[config.mk]
export PLATFORM = sky130hd
export DESIGN_NAME = tlul_host_port
export DESIGN_NICKNAME = d
export VERILOG_FILES = /design/src/rtl/tlul_pkg.sv /design/src/rtl/tlul_source_alloc.sv /design/src/rtl/tlul_host_port.sv
export SDC_FILE = /design/constraint.sdc
export NUM_CORES = 1
export LEC_CHECK = 0
export ABC_CLOCK_PERIOD_IN_PS = 4000
export CAP_MARGIN = 20
export CORE_MARGIN = 5
export CORE_UTILIZATION = 39
export CTS_BUF_LIST = sky130_fd_sc_hd__clkbuf_4
export DETAILED_ROUTE_END_ITERATION = 8
export PLACE_DENSITY = 0.78
export SETUP_SLACK_MARGIN = 0.2
export SYNTH_ARGS = -nofsm -noshare
export SYNTH_HDL_FRONTEND = slang
export SYNTH_SLANG_ARGS = --single-unit
[constraint.sdc]
create_clock -name host_clock_i -period 4 [get_ports host_clock_i]
set_clock_uncertainty 0.15 [all_clocks]
set_input_delay 0.6 -clock host_clock_i [delete_from_list [all_inputs] [get_ports host_clock_i]]
set_output_delay 0.6 -clock host_clock_i [all_outputs]
set_load 0.1 [all_outputs]
[src/rtl/tlul_pkg.sv]
// TL-UL opcode encodings and constants shared by the host port and its helpers.
package tlul_pkg;

  typedef enum logic [2:0] {
    TL_PUT_FULL    = 3'd0,
    TL_PUT_PARTIAL = 3'd1,
    TL_GET         = 3'd4
  } tl_a_op_e;

  typedef enum logic [2:0] {
    TL_ACCESS_ACK      = 3'd0,
    TL_ACCESS_ACK_DATA = 3'd1
  } tl_d_op_e;

  localparam int TL_SIZE_WORD = 2;

  // A word write with every byte enabled is a full put; anything narrower is partial.
  function automatic tl_a_op_e a_opcode_for(input logic write, input logic [3:0] mask);
    if (!write) return TL_GET;
    if (mask == 4'hF) return TL_PUT_FULL;
    return TL_PUT_PARTIAL;
  endfunction

endpackage

[src/rtl/tlul_source_alloc.sv]
// Source-ID allocator: tracks in-flight IDs and offers the lowest free one.
module tlul_source_alloc #(
  parameter int RS = 4
) (
  input  logic                 clk,
  input  logic                 rst,
  input  logic                 set_i,
  input  logic                 clr_i,
  input  logic [RS-1:0]        clr_idx_i,
  output logic [RS-1:0]        free_idx_o,
  output logic                 full_o,
  output logic [(1<<RS)-1:0]   inflight_o
);

  localparam int N = 1 << RS;

  logic [N-1:0] inflight_q, inflight_d;

  // Lowest clear bit wins; scanning downward leaves the smallest index last.
  always_comb begin
    free_idx_o = '0;
    for (int i = N - 1; i >= 0; i--) begin
      if (!inflight_q[i]) free_idx_o = RS'(i);
    end
  end

  // Set and clear never hit the same ID: a set bit is never the free index.
  always_comb begin
    inflight_d = inflight_q;
    if (set_i) inflight_d[free_idx_o] = 1'b1;
    if (clr_i) inflight_d[clr_idx_i] = 1'b0;
  end

  // In-flight vector register.
  always_ff @(posedge clk or posedge rst) begin
    if (rst) inflight_q <= '0;
    else     inflight_q <= inflight_d;
  end

  assign full_o     = &inflight_q;
  assign inflight_o = inflight_q;

endmodule

[src/rtl/tlul_host_port.sv]
// TL-UL initiator: command/response handshake to A/D channels with tagged outstanding requests.
module tlul_host_port
  import tlul_pkg::*;
#(
  parameter int TL_RS = 4,
  parameter int TL_SZ = 4,
  parameter int TL_AW = 32
) (
  input  logic              host_clock_i,
  input  logic              host_reset_i,
  input  logic              cmd_valid_i,
  output logic              cmd_ready_o,
  input  logic              cmd_write_i,
  input  logic [TL_AW-1:0]  cmd_address_i,
  input  logic [31:0]       cmd_wdata_i,
  input  logic [3:0]        cmd_mask_i,
  output logic [TL_RS-1:0]  cmd_tag_o,
  output logic              rsp_valid_o,
  input  logic              rsp_ready_i,
  output logic [TL_RS-1:0]  rsp_tag_o,
  output logic [31:0]       rsp_rdata_o,
  output logic              rsp_error_o,
  output logic              proto_err_o,
  output logic [2:0]        host_a_opcode,
  output logic [2:0]        host_a_param,
  output logic [TL_SZ-1:0]  host_a_size,
  output logic [TL_RS-1:0]  host_a_source,
  output logic [TL_AW-1:0]  host_a_address,
  output logic [3:0]        host_a_mask,
  output logic [31:0]       host_a_data,
  output logic              host_a_corrupt,
  output logic              host_a_valid,
  input  logic              host_a_ready,
  input  logic [2:0]        host_d_opcode,
  input  logic [1:0]        host_d_param,
  input  logic [TL_SZ-1:0]  host_d_size,
  input  logic [TL_RS-1:0]  host_d_source,
  input  logic              host_d_denied,
  input  logic [31:0]       host_d_data,
  input  logic              host_d_corrupt,
  input  logic              host_d_valid,
  output logic              host_d_ready
);

  localparam int N = 1 << TL_RS;

  logic             a_valid_q, a_valid_d;
  logic [2:0]       a_opcode_q, a_opcode_d;
  logic [TL_RS-1:0] a_source_q, a_source_d;
  logic [TL_AW-1:0] a_address_q, a_address_d;
  logic [3:0]       a_mask_q, a_mask_d;
  logic [31:0]      a_data_q, a_data_d;
  logic             a_sized_q, a_sized_d;

  logic             rsp_valid_q, rsp_valid_d;
  logic [TL_RS-1:0] rsp_tag_q, rsp_tag_d;
  logic [31:0]      rsp_rdata_q, rsp_rdata_d;
  logic             rsp_error_q, rsp_error_d;
  logic             proto_err_q, proto_err_d;

  logic [TL_RS-1:0] free_idx;
  logic             full;
  logic [N-1:0]     inflight;
  logic             cmd_accept, a_fire, d_fire, d_known;
  logic             unused_d_fields;

  assign unused_d_fields = ^{host_d_param, host_d_size, cmd_address_i[1:0]};

  assign cmd_ready_o  = (~a_valid_q | host_a_ready) & ~full;
  assign cmd_tag_o    = free_idx;
  assign cmd_accept   = cmd_valid_i & cmd_ready_o;
  assign a_fire       = a_valid_q & host_a_ready;
  assign host_d_ready = ~rsp_valid_q | rsp_ready_i;
  assign d_fire       = host_d_valid & host_d_ready;
  assign d_known      = inflight[host_d_source];

  tlul_source_alloc #(.RS(TL_RS)) u_alloc (
    .clk        (host_clock_i),
    .rst        (host_reset_i),
    .set_i      (cmd_accept),
    .clr_i      (d_fire & d_known),
    .clr_idx_i  (host_d_source),
    .free_idx_o (free_idx),
    .full_o     (full),
    .inflight_o (inflight)
  );

  // A-channel holding register: loads on accept, drains on fire, frozen while stalled.
  always_comb begin
    a_valid_d   = a_valid_q;
    a_opcode_d  = a_opcode_q;
    a_source_d  = a_source_q;
    a_address_d = a_address_q;
    a_mask_d    = a_mask_q;
    a_data_d    = a_data_q;
    a_sized_d   = a_sized_q;
    if (a_fire) a_valid_d = 1'b0;
    if (cmd_accept) begin
      a_valid_d   = 1'b1;
      a_opcode_d  = a_opcode_for(cmd_write_i, cmd_mask_i);
      a_source_d  = free_idx;
      a_address_d = {cmd_address_i[TL_AW-1:2], 2'b00};
      a_mask_d    = cmd_write_i ? cmd_mask_i : 4'hF;
      a_data_d    = cmd_wdata_i;
      a_sized_d   = 1'b1;
    end
  end

  // Single-entry response register; stray D beats only raise the sticky error.
  always_comb begin
    rsp_valid_d = rsp_valid_q;
    rsp_tag_d   = rsp_tag_q;
    rsp_rdata_d = rsp_rdata_q;
    rsp_error_d = rsp_error_q;
    proto_err_d = proto_err_q;
    if (rsp_valid_q & rsp_ready_i) rsp_valid_d = 1'b0;
    if (d_fire & d_known) begin
      rsp_valid_d = 1'b1;
      rsp_tag_d   = host_d_source;
      rsp_rdata_d = (host_d_opcode == TL_ACCESS_ACK_DATA) ? host_d_data : 32'h0;
      rsp_error_d = host_d_denied | ((host_d_opcode == TL_ACCESS_ACK_DATA) & host_d_corrupt);
    end
    if (d_fire & ~d_known) proto_err_d = 1'b1;
  end

  // State registers for both channels.
  always_ff @(posedge host_clock_i or posedge host_reset_i) begin
    if (host_reset_i) begin
      a_valid_q   <= 1'b0;
      a_opcode_q  <= '0;
      a_source_q  <= '0;
      a_address_q <= '0;
      a_mask_q    <= '0;
      a_data_q    <= '0;
      a_sized_q   <= 1'b0;
      rsp_valid_q <= 1'b0;
      rsp_tag_q   <= '0;
      rsp_rdata_q <= '0;
      rsp_error_q <= 1'b0;
      proto_err_q <= 1'b0;
    end else begin
      a_valid_q   <= a_valid_d;
      a_opcode_q  <= a_opcode_d;
      a_source_q  <= a_source_d;
      a_address_q <= a_address_d;
      a_mask_q    <= a_mask_d;
      a_data_q    <= a_data_d;
      a_sized_q   <= a_sized_d;
      rsp_valid_q <= rsp_valid_d;
      rsp_tag_q   <= rsp_tag_d;
      rsp_rdata_q <= rsp_rdata_d;
      rsp_error_q <= rsp_error_d;
      proto_err_q <= proto_err_d;
    end
  end

  // Size reads as zero out of reset, word-sized once any request has been loaded.
  assign host_a_size    = a_sized_q ? TL_SZ'(TL_SIZE_WORD) : '0;
  assign host_a_valid   = a_valid_q;
  assign host_a_opcode  = a_opcode_q;
  assign host_a_param   = 3'd0;
  assign host_a_source  = a_source_q;
  assign host_a_address = a_address_q;
  assign host_a_mask    = a_mask_q;
  assign host_a_data    = a_data_q;
  assign host_a_corrupt = 1'b0;
  assign rsp_valid_o    = rsp_valid_q;
  assign rsp_tag_o      = rsp_tag_q;
  assign rsp_rdata_o    = rsp_rdata_q;
  assign rsp_error_o    = rsp_error_q;
  assign proto_err_o    = proto_err_q;

endmodule

==> flow_metrics.py <==
metrics = {
    "run_status": {
        "outcome": "finished, final reports clean",
    },
    "worst_setup_path": {
        "crit_path_end_kind": "output pin",
        "cpLargestDelayFamily": "buffers and inverters",
        "cp_slowest_cell": "clkdlybuf4s50_1",
        "critical-path-max-stage-delay_ns": 1.17,
        "crit_buf_inv": 1,
        "r2r_start": "u_alloc.inflight_o[0]",
        "cp.required_ns": 3.25,
        "worstPathArrival_ns": 2.84,
        "rrSetupSlack_ns": 1.55,
        "path_cells": "nand4_1, nor3_1, clkdlybuf4s50_1",
        "r2r-end": "rsp_tag_o[1]",
        "cp-start-kind": "register",
        "reg2reg_depth": 4,
        "critical_path_class": "reg2out",
        "cp_max_fo": 14,
    },
    "die": {
        "die-area_sq_mm": 0.0170,
        "fp-row-count": 44,
        "die_x_um": 131,
        "pin_count": 251,
        "start_util": 0.394,
        "die_h_um": 131,
        "core_area_sq_mm": 0.0144,
    },
    "detailed_routing": {
        "drc": 0,
        "firstDrtPassIters": 5,
        "drt_iter0_drc": 257,
        "drt_wl_total_um": 15700,
        "drtAntennaViolNets": 0,
        "avgRoutedWirePerCell_um": 17.1,
        "via_per_inst": 5.05,
        "vias": 4624,
    },
    "cts": {
        "htree_levels": 4,
        "cts_tree": "done",
        "clock_latency_ns": 0.53,
        "cts_hold_buffers": 0,
        "cts_sinks": 129,
        "root_buffer": "clkbuf_4",
        "clockBufferDepth": 2,
        "clk_pin_slew_ns": 0.12,
        "cts_resized": 0,
        "post_cts_buffers": 0,
        "cts_buffers": 17,
    },
    "yosys": {
        "yosysWarnings": 0,
        "synth-edff-count": 0,
        "ys_seq_area_frac": 0.570,
        "avgSynthCellArea_sq_um": 11.5,
        "synthesis.area_sq_mm": 0.00567,
        "ys_seq_elements": 129,
        "synth.top_cell.area_share": 0.570,
        "async_flop_share": 1.00,
        "yosys.cell_count.top_type": "dfrtp_1",
        "syn_inst": 492,
        "yosysTopAreaCell": "dfrtp_1",
        "ys_top_cells_by_count": "129 x dfrtp_1, 66 x mux2_2, 48 x inv_1",
        "synth_ff_type": "dfrtp_1",
        "yosys.cell_types.count": 45,
        "netlist_top_cells_area": "dfrtp_1 57%, mux2_2 13%, nand3_1 3.5%",
    },
    "final_layout": {
        "drive_gt1_frac": 0.164,
        "antennaDiodeCount": 0,
        "area.sequential_sq_mm": 0.00323,
        "num-fill-cells": 1163,
        "instances_no_fill": 916,
        "nets": 841,
        "area_growth_syn_to_layout_pct": 48.0,
        "multi_input_area_sq_mm": 0.00209,
    },
    "global_route": {
        "grt_start_max_net_pins": 77,
        "grt_pass1_vias": 4882,
        "antenna_found_initial": 0,
        "overflow": 0,
        "grt_pass1_wl_um": 24400,
        "grt_use_total": 0.183,
    },
    "timing": {
        "grt_setup_unrepaired": "no",
        "max_slew_margin": 0.305,
        "hold_viol_final": 0,
        "max_freq_mhz": 278,
        "min_period_ns": 3.59,
        "final-setup-viol-count": 0,
        "setup_ws_ns": 0.407,
        "setup_tns_ns": 0,
        "drv_slew": 0,
        "period_share": 0.898,
        "worst_pin_slew_ns": 1.04,
    },
    "min_path": {
        "whs_path_depth": 1,
        "hold_class": "reg2reg",
        "min_from": "proto_err_o",
        "hold_path_end": "proto_err_o",
    },
    "placement": {
        "pre_cts_ws_ns": 0.582,
        "dp.cells": 884,
        "portBuffers": 232,
        "gp_congestion": 0.852,
        "hpwlAfterDp_um": 11700,
    },
    "pwr": {
        "power.density_mw_per_mm2": 677,
        "peakVddDrop_mv": 0.423,
        "p_leak_nw": 3.44,
    },
    "job": {
        "maxCapViolCount": 0,
    },
}
==> through the flow <==
step                      hold WS [ns]  cell area (sq um)  utilization  total power, mW
after global routing             0.359               8390        0.584             5.92
after CTS                        0.339               8390        0.584             5.74
final                            0.332               8390        0.584             5.68
after global placement           0.303               8120        0.565             4.84
after detailed placement         0.309               8120        0.565             4.88
after floorplan                  0.286               5700            -             4.09
==> cell type report <==
cell class / count / share of cell area
clock inverter: 15 / 0.0161
timing repair buffer: 238 / 0.285
inverter: 48 / 0.0219
clock buffer: 17 / 0.0152
multi-input combinational: 285 / 0.249
tap: 184 / 0.0275
sequential: 129 / 0.385
==> power by group <==
part | total [mW] | internal, mW | switching (mW) | leakage (nW)
Combinational | 3.11 | 0.791 | 2.32 | 1.76
Clock | 0.836 | 0.314 | 0.522 | 0.128
Sequential | 1.74 | 1.54 | 0.197 | 1.55
Total | 5.68 | 2.64 | 3.04 | 3.44
==> flip-flops by register name, indices dropped and copies added (netlist names) <==
| signal | flops |
|---|---|
| a_sized_q | 1 |
| host_a_address | 30 |
| host_a_mask | 4 |
| host_a_opcode | 2 |
| rsp_tag_o | 4 |
| u_alloc.inflight_o | 16 |
| rsp_valid_o | 1 |
| host_a_source | 4 |
| rsp_error_o | 1 |
| host_a_valid | 1 |
| rsp_rdata_o | 32 |
| proto_err_o | 1 |
| host_a_data | 32 |
==> kinds of logic after synthesis <==
family / count (synthesis) / synth area share
flip-flops: 129 / 0.570
other: 1 / 0.000662
AO/OA/AOI/OAI: 89 / 0.102
buffers and inverters: 87 / 0.0702
multiplexers: 78 / 0.164
AND/OR/NAND/NOR: 108 / 0.0934
==> cell usage in the layout (no fill, tap or decap), types with 3 or more instances in the layout <==
cell / netlist / final
a21oi_1: 12 / 11
a2bb2oi_1: 3 / 3
a31oi_1: 9 / 9
and4_1: 4 / 4
buf_12: 0 / 3
buf_4: 11 / 8
clkbuf_4: 0 / 17
clkdlybuf4s50_1: 0 / 227
clkinvlp_4: 0 / 6
conb_1: 1 / 10
dfrtp_1: 129 / 129
inv_1: 48 / 47
inv_6: 0 / 4
mux2_2: 66 / 66
mux2_4: 3 / 3
mux2i_1: 5 / 5
mux4_2: 4 / 4
nand2_1: 19 / 19
nand2b_1: 4 / 4
nand3_1: 40 / 40
nand4_1: 5 / 5
nor2_1: 20 / 20
nor2b_1: 3 / 3
nor3_1: 8 / 8
o2111a_1: 3 / 3
o21ai_0: 29 / 29
o21ai_1: 9 / 9
o31ai_1: 3 / 3
o32a_1: 3 / 3
==> worst max path at each step <==
stage,startpoint,endpoint,depth (start not counted)
detailed placement,host_d_source[1],rsp_tag_o[1],5
global placement,host_d_source[1],rsp_tag_o[1],5
finish,u_alloc.inflight_o[0],cmd_tag_o[3],3
floorplan,u_alloc.inflight_o[2],cmd_tag_o[3],3
global route,u_alloc.inflight_o[0],cmd_tag_o[3],3
CTS,u_alloc.inflight_o[0],cmd_tag_o[3],3
==> worst register-to-register path: stages, from the launching register on <==
cell and delay (ns):
dfrtp_1 0.57, mux4_2 0.52, mux2_2 0.31, a22o_4 0.43, mux2_4 0.38
==> per-layer routing <==
layer,GRT usage,routed length (um),up-vias
li1,-,-,2163
met1,0.199,5710,2250
met2,0.313,8030,182
met3,0.0772,1530,29
met4,0.0774,418,0
met5,0,0,-
Power figures use the tool's default switching activity.
